## src/rtl/cla_seq_ctrl.sv

```systemverilog
// cla_seq_ctrl: sequential W-bit adder that walks one 4-bit carry-lookahead
// stage over the operand nibbles, LSB nibble first, one nibble per cycle.
// Optional feature: define CLA_SEQ_OVF_EN to register signed overflow on ovf;
// with the macro undefined, ovf is tied low.

module cla (
  input  logic [3:0] a,
  input  logic [3:0] b,
  input  logic       cin,
  output logic [3:0] sum,
  output logic       cout
);
  logic [3:0] g, p, c;

  // Generate/propagate terms and flattened lookahead carries
  always_comb begin
    g    = a & b;
    p    = a ^ b;
    c[0] = cin;
    c[1] = g[0] | (p[0] & cin);
    c[2] = g[1] | (p[1] & g[0]) | (p[1] & p[0] & cin);
    c[3] = g[2] | (p[2] & g[1]) | (p[2] & p[1] & g[0]) | (p[2] & p[1] & p[0] & cin);
    cout = g[3] | (p[3] & g[2]) | (p[3] & p[2] & g[1]) | (p[3] & p[2] & p[1] & g[0])
         | (p[3] & p[2] & p[1] & p[0] & cin);
    sum  = p ^ c;
  end
endmodule

module cla_seq_ctrl #(
  parameter int NIBBLES = 4
) (
  input  logic                   clk,
  input  logic                   rst_n,
  input  logic                   start,
  input  logic [4*NIBBLES-1:0]   a,
  input  logic [4*NIBBLES-1:0]   b,
  input  logic                   cin,
  output logic                   ready,
  output logic                   busy,
  output logic                   done,
  output logic [4*NIBBLES-1:0]   sum,
  output logic                   cout,
  output logic                   ovf
);
  localparam int W  = 4 * NIBBLES;
  localparam int CW = $clog2(NIBBLES);
  localparam logic [CW-1:0] LAST = CW'(NIBBLES - 1);

  typedef enum logic [1:0] {IDLE, RUN, DONE} state_t;

  state_t        state_q, state_d;
  logic [W-1:0]  a_q, a_d, b_q, b_d;
  logic [W-1:0]  work_q, work_d;
  logic [W-1:0]  sum_q, sum_d;
  logic [CW-1:0] cnt_q, cnt_d;
  logic          carry_q, carry_d;
  logic          cout_q, cout_d;

  logic [3:0]    stg_a, stg_b, stg_sum;
  logic          stg_cout;

  // Nibble [cnt] of each latched operand feeds the single lookahead stage
  assign stg_a = a_q[{cnt_q, 2'b00} +: 4];
  assign stg_b = b_q[{cnt_q, 2'b00} +: 4];

  cla u_cla (
    .a    (stg_a),
    .b    (stg_b),
    .cin  (carry_q),
    .sum  (stg_sum),
    .cout (stg_cout)
  );

`ifdef CLA_SEQ_OVF_EN
  logic ovf_q, ovf_d;
`endif

  // Next-state and datapath updates; everything holds unless the FSM says otherwise
  always_comb begin
    state_d = state_q;
    a_d     = a_q;
    b_d     = b_q;
    work_d  = work_q;
    sum_d   = sum_q;
    cnt_d   = cnt_q;
    carry_d = carry_q;
    cout_d  = cout_q;
`ifdef CLA_SEQ_OVF_EN
    ovf_d   = ovf_q;
`endif
    case (state_q)
      IDLE: begin
        if (start) begin
          state_d = RUN;
          a_d     = a;
          b_d     = b;
          cnt_d   = '0;
          carry_d = cin;
        end
      end
      RUN: begin
        work_d[{cnt_q, 2'b00} +: 4] = stg_sum;
        carry_d = stg_cout;
        if (cnt_q == LAST) begin
          // Last nibble: publish the working register including this cycle's nibble.
          // The counter stops here rather than wrapping.
          state_d = DONE;
          sum_d   = work_d;
          cout_d  = stg_cout;
`ifdef CLA_SEQ_OVF_EN
          ovf_d   = (a_q[W-1] == b_q[W-1]) && (work_d[W-1] != a_q[W-1]);
`endif
        end else begin
          cnt_d = cnt_q + 1'b1;
        end
      end
      DONE:    state_d = IDLE;
      default: state_d = IDLE;
    endcase
  end

  // State and data registers with synchronous active-low reset
  always_ff @(posedge clk) begin
    if (!rst_n) begin
      state_q <= IDLE;
      a_q     <= '0;
      b_q     <= '0;
      work_q  <= '0;
      sum_q   <= '0;
      cnt_q   <= '0;
      carry_q <= 1'b0;
      cout_q  <= 1'b0;
`ifdef CLA_SEQ_OVF_EN
      ovf_q   <= 1'b0;
`endif
    end else begin
      state_q <= state_d;
      a_q     <= a_d;
      b_q     <= b_d;
      work_q  <= work_d;
      sum_q   <= sum_d;
      cnt_q   <= cnt_d;
      carry_q <= carry_d;
      cout_q  <= cout_d;
`ifdef CLA_SEQ_OVF_EN
      ovf_q   <= ovf_d;
`endif
    end
  end

  assign ready = (state_q == IDLE);
  assign busy  = (state_q == RUN);
  assign done  = (state_q == DONE);
  assign sum   = sum_q;
  assign cout  = cout_q;
`ifdef CLA_SEQ_OVF_EN
  assign ovf   = ovf_q;
`else
  assign ovf   = 1'b0;
`endif

endmodule

```

## config.mk

```make
export PLATFORM = sky130hd
export DESIGN_NAME = cla_seq_ctrl
export DESIGN_NICKNAME = d
export VERILOG_FILES = /design/src/rtl/cla_seq_ctrl.sv
export SDC_FILE = /design/constraint.sdc
export NUM_CORES = 1
export LEC_CHECK = 0
export ABC_AREA = 1
export CORE_MARGIN = 2
export CORE_UTILIZATION = 55
export CTS_CLUSTER_DIAMETER = 50
export DETAILED_ROUTE_END_ITERATION = 7
export DONT_BUFFER_PORTS = 1
export GPL_TIMING_DRIVEN = 0
export HOLD_SLACK_MARGIN = 0.06
export PLACE_DENSITY = 0.73
export SLEW_MARGIN = 5
export SYNTH_ARGS = -nofsm -noshare
export SYNTH_HDL_FRONTEND = slang
export SYNTH_SLANG_ARGS = --single-unit
export TNS_END_PERCENT = 50
```

## constraint.sdc

```tcl
create_clock -name clk -period 6.4 [get_ports clk]
set_input_delay 0.96 -clock clk [delete_from_list [all_inputs] [get_ports clk]]
set_output_delay 0.96 -clock clk [all_outputs]
set_load 0.01 [all_outputs]
```

==> results.md <==
- First DRT Iteration DRCs: 167
- Register-to-register path setup slack: 3.68 ns
- Clock buffer depth: 2
- Most used DFF post-synth: dfxtp_1
- First-pass GRT wire length: 12,000 um
- Max incr delay on CP: 0.52 ns
- Max Slew Vio Count: 0
- Synth-to-Final Area Change: 10.7%
- Die Height: 81.6 um
- Syn Inst Count: 458
- Post-CTS Setup Inserts: 0
- Power, Total: 1.13 mW
- Most common cell in the netlist: nor2_1
- Layout cells sized above 1: 0.0886
- Met3 wire length: 306 um
- R2r startpoint: cnt_q[0]
- Detailed placer's ending HPWL: 5470 um
- Post-synth top area share: 0.423
- 1st-pass router iterations: 5
- Crit end category: flop
- Clock-pin slew on the worst setup and hold paths: 0.08 ns
- Hold slack: 0.482 ns
- CTS H-tree lvls: 3
- Highest metal used: met4
- Initial Util: 0.566
- Initial antenna violation count: 0
- Seq pwr share: 0.424
- CTS sink count: 70
- Vias in the first global route: 2,682
- Net Switching: 0.307 mW
- Clock share of power: 0.413
- Setup TNS Final: 0 ns
- Worst vdd ir: 0.205 mV
- Post-synth EDFFs: 0
- Post-synth top cells: nor2_1, dfxtp_1, o21ai_0, inv_1, nand2_1
- Final Hold Viols: 0
- Ant diodes: 0
- Leakage power: 1.78 nW
- Syn nets: 506
- First element of the critical path: cnt_q[0]
- Status: complete, no violations
- Worst skew pair latency: 0.36 ns
- Worst Path Required: 6.65 ns
- Hold-fix buffers, CTS: 0
- Min-delay worst type: reg -> reg
- CP max stage cell: dfxtp_1
- Type of the worst setup path: reg -> reg
- Post-route ant nets: 0
- Metal2 WL: 3690 um
- Vias/cell: 5.32
- CP max FO: 10
- Final clock skew: 0.00833 ns
- Internal power: 0.826 mW
- Pwr per Cell Area: 309 mW/mm2
- RSZ-0062 raised after global routing: false
- Switching share of power: 0.271
- Minimum clock period: 2.72 ns
- Std cell rows: 28
- Final setup fails: 0
- Yosys warnings: 0
- Largest area contributor in the netlist: dfxtp_1
- Die Footprint: 0.00665 mm2
- # nets final: 517
- Ys async rst share: 0
- GPL Wtd Cong: 0.873
- Most Frequent Cell on Critical Path: nand2_1
- Crit path DAT: 2.97 ns
- IO Count: 57
- Filler cell count: 519
- Dpl cell area: 0.00340 mm2
- Num CTS Buffers: 9
- Post-synthesis sequential area ratio: 0.423
- Worst-path cell chain: clkbuf_1, o21ai_0, o22ai_1, ha_1, nand2_1, nand2_1, nand2_1, nand2_1, nand2_1, nand2_1, nand2_1, o21ai_1, o21ai_0, inv_1
- CP Launch Type: flop
- Tcrit/Tclk final: 0.424
- Achievable frequency: 0.368 GHz
- Register area: 0.00140 mm2
- Wire length per cell: 13.6 um
- Combinational Power Share: 0.164
- Hold Crit Start: b_q[5]
- GR Overflow Total: 0
- Clk root buf: clkbuf_8
- Post-cts resize count: 0
- Drt total wl: 7450 um
- Mean Syn Cell Area: 7.23 um2
- Mapped cell area: 0.00331 mm2
- Yosys reg bits: 70
- Top cells by area, synth: dfxtp_1, nor2_1, o21ai_0, inv_1, ha_1
- Final instance area: 0.00366 mm2
- Footprint of the multi-input gates: 0.00153 mm2
- Max-cap violations: 0
- # DRC: 0
- M1 WL: 3260 um
- Post-synthesis cell type count: 33
- CTS tree: yes
- CORE AREA: 0.00585 mm2
- Largest net degree at the start of global routing: 13
- Routed vias: 2,919
- GRT Total Usage: 0.241
- Die W: 81.6 um
- I/O Buffers: 0
## power groups by stage
stage                     logic, mW  clock network (mW)  registers (mW)
after floorplan               0.143                   0           0.486
after global placement        0.177                   0           0.489
after detailed placement      0.184                   0           0.490
after CTS                     0.185               0.472           0.480
after global routing          0.212               0.489           0.484
final                         0.185               0.468           0.480
## layer usage
layer,track usage,up-vias
met5,0,-
met4,0.115,0
met3,0.0593,14
met2,0.406,80
met1,0.288,1327
li1,-,1498
## through the flow
stage          setup slack (ns)  utilization  cells
2_1_floorplan              4.21            -    458
3_3_place_gp               3.80        0.582    533
3_5_place_dp               3.75        0.582    533
4_1_cts                    3.74        0.626    549
5_1_grt                    3.46        0.626    549
6_report                   3.68        0.626    549
## critical path: cells and delay by family, from the launching register on
| family | cells | cell delay (ns) |
|---|---|---|
| simple gates | 7 | 0.53 |
| buf+inv | 2 | 0.47 |
| flops | 1 | 0.52 |
| fa+ha+maj | 1 | 0.32 |
| compound gates | 4 | 0.77 |
## area by class of cell
cell class,instances,share of cell area
flip-flops and latches,70,0.382
plain buffers,24,0.0348
well taps,75,0.0256
inverters,65,0.0679
clock buffers,10,0.0348
clock inverters,6,0.0365
multi-input cells,299,0.418
## kinds of logic (layout without fill, tap and decap cells)
kind of cell,after synthesis,after routing,synth area share
multiplexers,1,1,0.00302
XOR/XNOR,1,1,0.00265
other,1,1,0.00113
buffers and inverters,89,105,0.114
flip-flops,70,70,0.423
AO/OA/AOI/OAI,124,124,0.209
adder cells (fa/ha/maj),12,12,0.0476
AND/OR/NAND/NOR,160,160,0.200
## state kept, by name, indices dropped and copies added (netlist names)
| signal | cells |
|---|---|
| work_q | 16 |
| cnt_q | 2 |
| cout | 1 |
| state_q | 2 |
| sum | 16 |
| a_q | 16 |
| carry_q | 1 |
| b_q | 16 |
## worst paths after layout
kind / end / depth (start not counted)
setup / recovery: work_q[3] / 14
hold / removal: b_q[5] / 2
setup reg to reg: work_q[3] / 14
hold reg to reg: b_q[5] / 2
## placed cells by master, fill, tap and decap left out, types with 8 or more instances in the layout
cell      netlist  final
nor2_1         99     99
dfxtp_1        70     70
o21ai_0        64     64
inv_1          57     57
nand2_1        33     33
nand3_1        19     19
a21oi_1        15     15
o22ai_1        13     13
o21ai_1        11     11
ha_1           11     11
clkbuf_1        8      9
o21a_1          9      9
clkbuf_8        0      9
o21bai_1        8      8
No activity file was read; power rests on OpenSTA's default activity.
